==> src/rtl/sisc_seq.sv <==
// Multi-cycle instruction sequencer for the SISC core.
// Walks RESET/FETCH/DECODE/EXEC/MEM/WB/HALT and drives registered control strobes.
module sisc_seq #(
  parameter int unsigned WAIT_MAX = 15
) (
  input  logic       clk,
  input  logic       rst,
  input  logic [3:0] opcode,
  input  logic [3:0] mm,
  input  logic [3:0] stat,
  input  logic       mem_ready,
  output logic       pc_rst,
  output logic       pc_write,
  output logic       pc_sel,
  output logic       ir_load,
  output logic       rf_we,
  output logic       wb_sel,
  output logic       stat_en,
  output logic       mem_rd,
  output logic       mem_wr,
  output logic       halted,
  output logic       err
);

  typedef enum logic [2:0] {
    S_RESET  = 3'd0,
    S_FETCH  = 3'd1,
    S_DECODE = 3'd2,
    S_EXEC   = 3'd3,
    S_MEM    = 3'd4,
    S_WB     = 3'd5,
    S_HALT   = 3'd6
  } state_t;

  localparam logic [3:0] OP_NOP = 4'h0;
  localparam logic [3:0] OP_ALU = 4'h1;
  localparam logic [3:0] OP_BRR = 4'h2;
  localparam logic [3:0] OP_BRA = 4'h4;
  localparam logic [3:0] OP_LOD = 4'h8;
  localparam logic [3:0] OP_STR = 4'h9;

  state_t     state, state_nx;
  logic [3:0] op_q, op_nx, mm_q, mm_nx;
  logic [7:0] wait_cnt, wait_nx;
  logic       err_nx, taken;
  logic       pc_rst_nx, pc_write_nx, pc_sel_nx, ir_load_nx, rf_we_nx, wb_sel_nx;
  logic       stat_en_nx, mem_rd_nx, mem_wr_nx, halted_nx;

  // Next-state logic, then outputs decoded from the state being entered so they
  // can be registered and line up with that state.
  always_comb begin
    state_nx    = state;
    op_nx       = op_q;
    mm_nx       = mm_q;
    wait_nx     = wait_cnt;
    err_nx      = err;
    pc_rst_nx   = 1'b0;
    pc_write_nx = 1'b0;
    pc_sel_nx   = 1'b0;
    ir_load_nx  = 1'b0;
    rf_we_nx    = 1'b0;
    wb_sel_nx   = 1'b0;
    stat_en_nx  = 1'b0;
    mem_rd_nx   = 1'b0;
    mem_wr_nx   = 1'b0;
    halted_nx   = 1'b0;

    case (state)
      S_RESET:  state_nx = S_FETCH;
      S_FETCH:  state_nx = S_DECODE;
      S_DECODE: begin
        op_nx    = opcode;
        mm_nx    = mm;
        state_nx = S_EXEC;
      end
      S_EXEC: begin
        case (op_q)
          OP_NOP:         state_nx = (mm_q == 4'hF) ? S_HALT : S_FETCH;
          OP_ALU:         state_nx = S_WB;
          OP_BRR, OP_BRA: state_nx = S_FETCH;
          OP_LOD, OP_STR: begin
            state_nx = S_MEM;
            wait_nx  = 8'd1;
          end
          default: begin
            err_nx   = 1'b1;
            state_nx = S_FETCH;
          end
        endcase
      end
      S_MEM: begin
        if (mem_ready) begin
          state_nx = (op_q == OP_LOD) ? S_WB : S_FETCH;
        end else if (wait_cnt == 8'(WAIT_MAX)) begin
          err_nx   = 1'b1;
          state_nx = S_HALT;
        end else begin
          wait_nx  = wait_cnt + 8'd1;
        end
      end
      S_WB:    state_nx = S_FETCH;
      S_HALT:  state_nx = S_HALT;
      default: state_nx = S_RESET;
    endcase

    // Branch condition uses the opcode/mm/stat present while leaving DECODE.
    taken = (mm_nx == 4'h0) || ((mm_nx & stat) != 4'h0);

    case (state_nx)
      S_RESET: pc_rst_nx = 1'b1;
      S_FETCH: begin
        ir_load_nx  = 1'b1;
        pc_write_nx = 1'b1;
      end
      S_EXEC: begin
        if (op_nx == OP_ALU) begin
          stat_en_nx = 1'b1;
        end else if ((op_nx == OP_BRR || op_nx == OP_BRA) && taken) begin
          pc_write_nx = 1'b1;
          pc_sel_nx   = 1'b1;
        end else begin
          stat_en_nx = 1'b0;
        end
      end
      S_MEM: begin
        mem_rd_nx = (op_nx == OP_LOD);
        mem_wr_nx = (op_nx == OP_STR);
      end
      S_WB: begin
        rf_we_nx  = 1'b1;
        wb_sel_nx = (op_nx == OP_LOD);
      end
      S_HALT:  halted_nx = 1'b1;
      default: pc_rst_nx = 1'b0;
    endcase
  end

  // State and registered outputs; reset aborts any instruction in flight.
  always_ff @(posedge clk) begin
    if (rst) begin
      state    <= S_RESET;
      op_q     <= 4'h0;
      mm_q     <= 4'h0;
      wait_cnt <= 8'd0;
      err      <= 1'b0;
      pc_rst   <= 1'b1;
      pc_write <= 1'b0;
      pc_sel   <= 1'b0;
      ir_load  <= 1'b0;
      rf_we    <= 1'b0;
      wb_sel   <= 1'b0;
      stat_en  <= 1'b0;
      mem_rd   <= 1'b0;
      mem_wr   <= 1'b0;
      halted   <= 1'b0;
    end else begin
      state    <= state_nx;
      op_q     <= op_nx;
      mm_q     <= mm_nx;
      wait_cnt <= wait_nx;
      err      <= err_nx;
      pc_rst   <= pc_rst_nx;
      pc_write <= pc_write_nx;
      pc_sel   <= pc_sel_nx;
      ir_load  <= ir_load_nx;
      rf_we    <= rf_we_nx;
      wb_sel   <= wb_sel_nx;
      stat_en  <= stat_en_nx;
      mem_rd   <= mem_rd_nx;
      mem_wr   <= mem_wr_nx;
      halted   <= halted_nx;
    end
  end

endmodule

==> config.mk <==
export PLATFORM = sky130hd
export DESIGN_NAME = sisc_seq
export DESIGN_NICKNAME = d
export VERILOG_FILES = /design/src/rtl/sisc_seq.sv
export SDC_FILE = /design/constraint.sdc
export NUM_CORES = 1
export LEC_CHECK = 0
export ABC_CLOCK_PERIOD_IN_PS = 3600
export BUFFER_PORTS_ARGS = -buffer_cell sky130_fd_sc_hd__buf_2
export CORE_MARGIN = 4
export CORE_UTILIZATION = 59
export DETAILED_ROUTE_END_ITERATION = 10
export PLACE_DENSITY_LB_ADDON = 0.1
export SETUP_SLACK_MARGIN = 0.05
export SLEW_MARGIN = 5
export SYNTH_ARGS = -nofsm -noshare
export SYNTH_HDL_FRONTEND = slang
export SYNTH_SLANG_ARGS = --single-unit
==> constraint.sdc <==
create_clock -name clk -period 3.6 [get_ports clk]
set_input_delay 0.72 -clock clk [delete_from_list [all_inputs] [get_ports clk]]
set_output_delay 0.72 -clock clk [all_outputs]
set_load 0.005 [all_outputs]
After elaboration in Yosys (flattened, before gate mapping)
Cells that the tools add are included.
- register bits: 30
- output and inout port bits: 11
- input bits: 15
- reduce and logical (&&, ||, !) cells: 17
- multiplexer cells: 24
- add/sub/neg operators: 1
- bitwise gates (word level): 4
- eq/ne operators: 28
- operators with widths (cell ; number):
    two-way mux 8 bit ; 3
    equality test 4 bit, second input constant ; 5
    equality test 3 bit, second input constant ; 6
    one-hot mux 3 bit (6 select lines) ; 1
    one-hot mux 8 bit (2 select lines) ; 1
    two-way mux 3 bit ; 4
    two-way mux 1 bit ; 10
    inequality test 2 bit, second input constant ; 5
    OR reduction 2 bit ; 5
    equality test 3 x 2 -> 1 bit, second input constant ; 3
    one-hot mux 3 bit (3 select lines) ; 1
    adder 8 x 1 -> 8 bit, second input constant ; 1
    equality test 4 x 1 -> 1 bit, second input constant ; 2
    equality test 4 x 2 -> 1 bit, second input constant ; 2
    equality test 4 x 3 -> 1 bit, second input constant ; 2
    equality test 8 x 4 -> 1 bit, second input constant ; 1
    zero test 4 bit ; 2
    two-way mux 4 bit ; 2
    AND reduction 4 bit ; 2
    equality test 3 x 1 -> 1 bit, second input constant ; 2
    zero test 3 bit ; 2
    OR reduction 6 bit ; 1
    AND 4 bit ; 1
    one-hot mux 1 bit (2 select lines) ; 2
    other kinds (5) ; 8

Longest topological paths before layout
Gate-level depths: netlist (run 1).
- depth in word-level cells: 9
- mapped depth: 7
- mapped depth without buffers: 6

Least setup slack after synthesis (run 1)
OpenSTA, ideal clock, no wires.
- path type: input-to-reg
- start: input rst
- end: register pc_sel
- slack: 1.756 ns
- data arrival time: 1.785 ns
- stages on the path: 6
- buffers on the path: 1
- cells stage by stage: buf_1 nor4bb_1 o311a_1 o211ai_1 a211oi_1 and2_1
- longest elaborated chain between the ends: 1
- ends and longest elaborated chain (item ; line ; RTL):
    from (decl) ; 7 ; input logic rst,
    OR reduction 2 bit (no source line) ; - ;
    to (signal assigned) ; 164 ; pc_sel <= pc_sel_nx;
    to (decl) ; 14 ; output logic pc_sel,
No other way between the ends.
A chain may end at the register's enable or synchronous reset.

Final worst setup path (run 1)
- start: register state[1]
- end: register pc_sel
- longest elaborated chain between the ends: 8
- elaborated cells on any way between the ends: 27
- classes of those cells: eq/ne (10); mux (7); bitwise (2); reduce/logical (8)
- ends and longest elaborated chain (item ; line ; RTL):
    from (decl) ; 42 ; state_t state, state_nx;
    from (signal assigned) ; 157 ; state <= state_nx;
    equality test 3 x 2 -> 1 bit ; 68 ; case (state)
    two-way mux 4 bit ; 68 ;
    AND 4 bit ; 107 ; taken = (mm_nx == 4'h0) || ((mm_nx & stat) != 4'h0);
    nonzero test 4 bit ; 107 ;
    logical OR 1 bit ; 107 ;
    logical AND 1 bit ; 118 ; end else if ((op_nx == OP_BRR || op_nx == OP_BRA) && taken) begin
    two-way mux 1 bit ; 118 ;
    two-way mux 1 bit ; 116 ; if (op_nx == OP_ALU) begin
Parallel ways exist; a longest one is shown, timed or not.

==> results of run 1 <==
[worst max-delay path, cell delays in order (launching register included)]
cell	delay, ps
dfxtp_1	570
nor3b_4	600
mux2i_1	430
o21ai_1	130
a211oi_1	310
and2_1	170
[cells in the mapped netlist (2+ instances only)]
| cell type | count | area share [%] |
|---|---|---|
| dfxtp_1 | 30 | 40 |
| nor2_1 | 21 | 5.2 |
| nand2_1 | 12 | 3.0 |
| inv_1 | 7 | 1.7 |
| a21oi_1 | 6 | 2.0 |
| mux2i_1 | 6 | 4.0 |
| nand3_1 | 6 | 2.0 |
| xor2_1 | 6 | 3.5 |
| buf_2 | 5 | 1.7 |
| nand4_1 | 5 | 2.1 |
| nor3_1 | 5 | 1.7 |
| and2_1 | 4 | 1.7 |
| and3_1 | 4 | 1.7 |
| a211oi_1 | 3 | 1.5 |
| buf_6 | 3 | 2.2 |
| nor4_1 | 3 | 1.2 |
| a31oi_1 | 2 | 0.83 |
| nand3b_1 | 2 | 0.99 |
| nor3b_4 | 2 | 2.5 |
| nor4b_1 | 2 | 1.2 |
| o21bai_1 | 2 | 0.99 |
| o311ai_0 | 2 | 1.2 |
| or2_1 | 2 | 0.83 |
| or3b_1 | 2 | 1.2 |
| xnor2_1 | 2 | 1.2 |
[routing by layer]
metal / share of wire (%) / wire length (um)
met4: 1.9 / 61
met5: 0 / 0
met2: 49 / 1570
met3: 5.9 / 189
met1: 43 / 1360
[registers in the layout (all words and copies together) (netlist names), 3 cells and up]
register	cells
mm_q	4
op_q	4
state	3
wait_cnt	8
[how the worst min path moves through the flow]
stage | start | end | slack [ps] | cells past startpoint
4_1_cts | err | err | 500 | 2
5_1_grt | wait_cnt[1] | wait_cnt[1] | 550 | 2
3_3_place_gp | wait_cnt[1] | wait_cnt[1] | 480 | 2
6_report | err | err | 500 | 2
3_5_place_dp | err | err | 470 | 2
2_1_floorplan | wait_cnt[1] | wait_cnt[1] | 460 | 2
[final cells by class]
| type | count | area, um2 | area share [%] |
|---|---|---|---|
| Timing Repair Buffer | 25 | 125 | 7.29 |
| Inverter | 8 | 30.0 | 1.75 |
| Clock inverter | 2 | 60.1 | 3.50 |
| Multi-Input combinational cell | 120 | 812 | 47.3 |
| Tap cell | 30 | 37.5 | 2.19 |
| Clock buffer | 6 | 51.3 | 2.99 |
| Sequential cell | 30 | 601 | 35.0 |
[power by group]
group / switching [uW] / internal [uW] / leakage (uW) / total, uW
Sequential: 16.6 / 344 / 0.000244 / 361
Clock: 124 / 235 / 0.0000585 / 359
Combinational: 50.9 / 42.0 / 0.000390 / 92.9
[per-stage QoR]
stage / hold WS, ps / cell area [um2]
6_report: 502 / 1720
4_1_cts: 501 / 1720
3_3_place_gp: 482 / 1610
3_5_place_dp: 468 / 1610
2_1_floorplan: 457 / 1510
5_1_grt: 552 / 1720
[cells by family after synthesis]
kind of cell | count (synthesis) | synth area share, %
flops | 30 | 39.8
compound gates | 27 | 13.8
fa+ha+maj | 1 | 0.829
buf+inv | 18 | 6.38
simple gates | 78 | 30.5
xor+xnor | 8 | 4.64
mux | 6 | 3.98
==> flow_summary.yaml, run 1 <==
route:
  vias_per_cell: 5.86
  drtIter0Drc: 60
  final_antenna_net_count: 0
  dr.pass1.iters: 4
  routedWlPerCell_um: 14.4
  vias: 1294
  drcViolationCount: 0
  wl_um: 3180
clock_tree:
  ctsHoldBuffers: 0
  clkLatencyLatePin_ps: 340
  cts_resized: 0
  cts_buffers: 5
  clockRootBuffer: "clkbuf_4"
  clockBufferDepth: 2
  clk_pin_slew_worst_paths_ps: 100
  post_cts_buffers: 0
  cts_tree: "done"
  htreeDepth: 2
  cts.sinks: 30
floorplanning:
  ios: 26
  initial_utilization_pct: 61.5
  fp-row-count: 18
  core-area_um2: 2450
  dieArea_um2: 3430
  die_w_um: 58.6
  die_h_um: 58.6
critical_path:
  rr_endpoint: "pc_sel"
  r2r-start: "state[1]"
  worst-endpoint-required_ps: 3880
  r2r_cells: 5
  worst_setup_path_end_kind: "register"
  criticalPathCategory: "register to register"
  crit_path_start_kind: "register"
  path_max_fanout: 11
  crit_arrival_ps: 2530
  critPathLaunch: "state[1]"
  ff2ff_setup_slack_ps: 1360
  cp-endpoint: "pc_sel"
finish:
  diodes: 0
  syn_to_final_growth_pct: 13.8
  fin_nets: 206
  fillCellCount: 193
  postLayoutCoreUtil_pct: 69.9
  most-common-layout-cells: "dfxtp_1 (30), buf_2 (25), nor2_1 (21)"
  drive_above_1_share_pct: 20.9
  finalNonFillerCells: 221
  final_common_cell: "dfxtp_1"
place:
  routabilityCongestion: 0.904
  dp_cells: 213
  port_buffers: 25
  dp_hpwl_um: 2320
  dpl_worst_slack_ps: 1400
global_route:
  grt_pass1_wl_um: 5400
  grt_max_degree: 20
  use_met3_pct: 6.36
  grt_usage_pct: 20.7
  busiest_layer: "met2"
  antenna_found_initial: 0
  grt_pass1_vias: 1216
  grt_overflow: 0
  use_met2_pct: 35.1
  met1_usage_pct: 24.2
sta:
  final_hold_viol_count: 0
  setup_tns_ps: 0
  period_share_pct: 62.3
  fmax_mhz: 446
  tightest_slew_ps: 679
  final-setup-viol-count: 0
  rsz0062_at_grt: "false"
  fin_ws_ps: 1360
  fin_worst_skew_ps: 12.6
  min_period_ps: 2240
  slew_headroom_pct: 54.8
  drv_slew: 0
run:
  maxCapViolCount: 0
yosys:
  synth_seq_cells: 30
  synth_cells: 168
  synth_warnings: 0
  synth_edf_count: 0
  ys_types: 49
  syn_nets: 184
  synth_area_um2: 1510
  async_reset_ff_share_pct: 0
  synth_seq_area_share_pct: 39.8
  synthFlopType: "dfxtp_1"
  avgSynthCellArea_um2: 8.98
power_and_ir_drop:
  power.leakage_uw: 0.000692
  ir_drop_v: 0.000402
  totalPowerFinal_uw: 813
  p_per_area_nw_per_um2: 474
status:
  status: "finished clean"
hold_path:
  holdCritPathClass: "register to register"
Note: power is estimated with default switching activity, not from simulation.
==> inputs of run 2 (changes only) <==
- ABC_CLOCK_PERIOD_IN_PS: 3600 -> 1850
- CORE_UTILIZATION: 59 -> 49
- clock period: 3.6 -> 1.85 ns (I/O delays scaled with it)
==> run 2 against run 1 <==
  * Worst setup slack worse by 1300 ps
  * Register-to-register slack worse by 1300 ps
  * Critical path type unchanged
  * Final cell count up 5.9%
  * Flip-flop and latch count unchanged
  * Wire length up 5.2%
==> flow_summary.yaml, run 2 (synthesis results as in run 1) <==
floorplanning:
  ios: 26
  initial_utilization_pct: 52.9
  dieArea_um2: 4030
  die_w_um: 63.5
  die_h_um: 63.5
  core-area_um2: 2850
  fp-row-count: 19
route:
  wl_um: 3350
  vias: 1319
  drcViolationCount: 0
  final_antenna_net_count: 0
  vias_per_cell: 5.64
  routedWlPerCell_um: 14.3
  drtIter0Drc: 62
  dr.pass1.iters: 4
clock_tree:
  clockBufferDepth: 2
  clockRootBuffer: "clkbuf_4"
  clk_pin_slew_worst_paths_ps: 80
  cts_buffers: 5
  cts.sinks: 30
  ctsHoldBuffers: 0
  htreeDepth: 2
  cts_tree: "done"
  clkLatencyLatePin_ps: 320
critical_path:
  crit_slowest_cell: "dfxtp_2"
  crit_chain: "or2_1, o41ai_4, a221oi_4, buf_4, nor4b_1"
  worst-endpoint-required_ps: 2050
  crit_arrival_ps: 1950
  criticalPathCategory: "register to register"
  critical-path-max-stage-delay_ps: 360
  crit_path_start_kind: "register"
  worst_setup_path_end_kind: "register"
  path_max_fanout: 8
place:
  port_buffers: 25
  dp_hpwl_um: 2420
  routabilityCongestion: 0.867
status:
  status: "finished clean"
power_and_ir_drop:
  power.leakage_uw: 0.000744
  p_per_area_nw_per_um2: 721
  internal-power_uw: 982
  p_seq_share_pct: 52.2
  combPwrFrac_pct: 18.7
  p_clk_share_pct: 29.0
  ir_drop_v: 0.000404
  swShare_pct: 26.7
  switching_power_uw: 357
sta:
  final_hold_viol_count: 0
  slew_headroom_pct: 69.2
  hold_ws_ps: 309
  final-setup-viol-count: 0
  min_period_ps: 1750
  period_share_pct: 94.6
  drv_slew: 0
  fmax_mhz: 571
  fin_worst_skew_ps: 5.85
  tightest_slew_ps: 461
  rsz0062_at_grt: "true"
  setup_tns_ps: 0
global_route:
  grt_overflow: 0
  antenna_found_initial: 0
  grt_pass1_vias: 1281
  grt_pass1_wl_um: 5470
  grt_max_degree: 19
  grt_usage_pct: 17.1
finish:
  fin_nets: 218
  drive_above_1_share_pct: 33.5
  most-common-layout-cells: "buf_2 (25), dfxtp_1 (23), nor2_1 (21)"
  regMostFlops: "wait_cnt"
  reg_top3: "wait_cnt: 8 flops, mm_q: 4 flops, op_q: 4 flops"
  final_common_cell: "buf_2"
  syn_to_final_growth_pct: 23.1
  fillCellCount: 243
  largest_reg_flops: 8
  diodes: 0
run:
  maxCapViolCount: 0
hold_path:
  holdCritPathClass: "primary input to register"
-- run 2: final timing paths --
check | depth (start not counted) | slack (ps) | endpoint | startpoint
worst max-delay path | 5 | 100 | stat_en | op_q[1]
worst min-delay path | 3 | 310 | op_q[0] | opcode[0]
worst max register to register | 5 | 100 | stat_en | op_q[1]
worst min register to register | 2 | 500 | wait_cnt[1] | wait_cnt[1]
-- run 2: layer usage --
| metal | global-route usage [%] | part of all wire [%] | up-vias |
|---|---|---|---|
| met5 | 0 | 0 | - |
| met4 | 7.01 | 1.4 | 0 |
| met3 | 5.68 | 5.1 | 8 |
| met2 | 27.4 | 46 | 31 |
| met1 | 20.8 | 47 | 607 |
| li1 | - | - | 673 |
-- run 2: through the flow --
| step | utilization [%] | power (uW) | cell area, um2 | worst slack (ps) | instances |
|---|---|---|---|---|---|
| after global routing | 65.1 | 1420 | 1860 | 7.01 | 234 |
| after CTS | 62.5 | 1330 | 1780 | 52.2 | 231 |
| after detailed placement | 59.3 | 928 | 1690 | -34.2 | 223 |
| final | 65.1 | 1340 | 1860 | 99.1 | 234 |
| after global placement | 59.3 | 923 | 1690 | -32.7 | 223 |
| after floorplan | - | 855 | 1520 | 148 | 168 |
-- run 2: power by group through the flow --
stage	registers (uW)	clock network, uW	logic (uW)
floorplan	697	0	157
global route	705	438	276
global placement	711	0	212
finish	699	389	251
detailed placement	713	0	215
CTS	700	404	228
-- run 2: repair_timing --
action | in CTS | in global routing
endpoints found under the hold margin | 0 | 0
endpoints found under the setup margin | 5 | 15
setup buffers | 0 | 3
resized for setup | 5 | 18
pin swaps | 0 | 4
-- run 2: cell type report --
cell class	instances	area [um2]	area share [%]
multi-input combinational	120	883	47.6
sequential	30	617	33.2
timing repair buffer	37	228	12.3
clock buffer	7	55.1	2.96
tap	31	38.8	2.09
inverter	8	30.0	1.62
clock inverter	1	5.00	0.270
-- run 2: critical path: cells and delay by family, from the launching register on --
kind / cells / cell delay [ps]
AOI/OAI and AO/OA: 2 / 500
buffers and inverters: 1 / 160
DFF: 1 / 360
and+or+nand+nor: 2 / 620
==> inputs of run 3 (changes only) <==
- CORE_UTILIZATION: 49 -> 52
- CTS_BUF_LIST: default -> sky130_fd_sc_hd__clkbuf_2
==> run 3 against run 2 <==
  * Non-clock buffer count rose by 1
  * Cell area increased by 1.3%
  * Register-to-register slack improved by 60 ps
==> flow_summary.yaml, run 3 (synthesis results as in run 1) <==
status:
  status: "finished clean"
critical_path:
  path_max_fanout: 11
  worst_setup_path_end_kind: "register"
  worst-endpoint-required_ps: 2140
  crit_arrival_ps: 1990
  crit_path_start_kind: "register"
  ff2ff_setup_slack_ps: 160
  criticalPathCategory: "register to register"
power_and_ir_drop:
  totalPowerFinal_uw: 1300
  power.leakage_uw: 0.000748
  ir_drop_v: 0.000498
  p_per_area_nw_per_um2: 690
floorplanning:
  fp-row-count: 19
  ios: 26
  initial_utilization_pct: 54.7
  die_w_um: 61.9
  dieArea_um2: 3830
  core-area_um2: 2760
  die_h_um: 61.9
finish:
  seqCellArea_um2: 627
  diodes: 0
  most-common-layout-cells: "buf_2 (25), nor2_1 (21), dfxtp_1 (17)"
  drive_above_1_share_pct: 37.3
  design_area_um2: 1880
  fillCellCount: 224
  reg_top3: "wait_cnt: 8 flops, mm_q: 4 flops, op_q: 4 flops"
  multiInputGateArea_um2: 908
  syn_to_final_growth_pct: 24.6
  regMostFlops: "wait_cnt"
  postLayoutCoreUtil_pct: 68.2
  fin_nets: 219
  largest_reg_flops: 8
  final_common_cell: "buf_2"
  finalNonFillerCells: 235
sta:
  slew_headroom_pct: 70.4
  fin_worst_skew_ps: 13.1
  min_period_ps: 1690
  final_hold_viol_count: 0
  final-setup-viol-count: 0
  tightest_slew_ps: 443
  period_share_pct: 91.6
  fmax_mhz: 590
  rsz0062_at_grt: "false"
  drv_slew: 0
route:
  dr.pass1.iters: 4
  final_antenna_net_count: 0
  wl_um: 3630
  vias: 1365
  vias_per_cell: 5.81
  drtIter0Drc: 65
  drcViolationCount: 0
  routedWlPerCell_um: 15.4
place:
  dp_cells: 222
  routabilityCongestion: 0.857
  place_area_um2: 1690
  dp_hpwl_um: 2500
  port_buffers: 25
clock_tree:
  clkLatencyLatePin_ps: 390
  clockBufferDepth: 2
  cts_buffers: 5
  cts.sinks: 30
  clk_pin_slew_worst_paths_ps: 170
  ctsHoldBuffers: 0
  htreeDepth: 2
  cts_tree: "done"
  clockRootBuffer: "clkbuf_2"
global_route:
  grt_usage_pct: 20.7
  grt_overflow: 0
  antenna_found_initial: 0
  grt_pass1_wl_um: 5830
  grt_pass1_vias: 1297
  grt_max_degree: 19
hold_path:
  holdCritPathClass: "primary input to register"
run:
  maxCapViolCount: 0
[run 3: cell count changes in the layout (fill, tap and decap cells not counted), sizes merged]
cell | before | now
clkbuf | 7 | 5
buf | 37 | 38
clkinvlp | 0 | 1
clkinv | 2 | 3
[run 3: through the flow]
stage          TNS (ps)  setup WS (ps)  hold slack (ps)
3_5_place_dp      -57.0          -57.0              493
2_1_floorplan         0            148              457
4_1_cts               0           45.6              241
5_1_grt               0           25.1              221
3_3_place_gp          0           6.12              481
6_report              0            155              223
[run 3: cell type report]
cell class	instances	area share, %
Clock buffer	5	1.33
Clock inverter	3	0.865
Inverter	8	1.60
Multi-Input combinational cell	120	48.3
Sequential cell	30	33.3
Tap cell	31	2.06
Timing Repair Buffer	38	12.5
[run 3: timing repair]
| item | CTS | global route |
|---|---|---|
| buffers inserted | 2 | 3 |
| resized for setup | 7 | 27 |
| endpoints found under the setup margin | 7 | 16 |
| endpoints found under the hold margin | 0 | 0 |
| pin swaps | 0 | 8 |
[run 3: report_power, final]
part | switching, uW | internal, uW | total, uW | leakage (uW)
clock network | 247 | 85.8 | 333 | 0.0000264
logic | 127 | 132 | 259 | 0.000471
registers | 34.5 | 672 | 707 | 0.000251
total | 408 | 890 | 1300 | 0.000748
[run 3: critical path: stages, from the launching register on]
cell and delay, ps:
dfxtp_4 430, nor3b_4 230, buf_12 170, mux2i_1 230, o221a_1 230, a211oi_1 80, or2_1 230
[run 3: path summary, 6_finish.rpt]
path / from / end / depth (start not counted)
max: state[1] / pc_write / 6
min: opcode[2] / op_q[2] / 3
max reg2reg: state[1] / pc_write / 6
min reg2reg: wait_cnt[1] / wait_cnt[1] / 2
[run 3: routing by layer]
| layer | global-route usage, % | wire length, um | part of all wire, % |
|---|---|---|---|
| met3 | 5.17 | 173 | 4.8 |
| met2 | 35.1 | 1820 | 50 |
| met1 | 25.0 | 1580 | 43 |
| met4 | 7.88 | 58 | 1.6 |
| met5 | 0 | 0 | 0 |
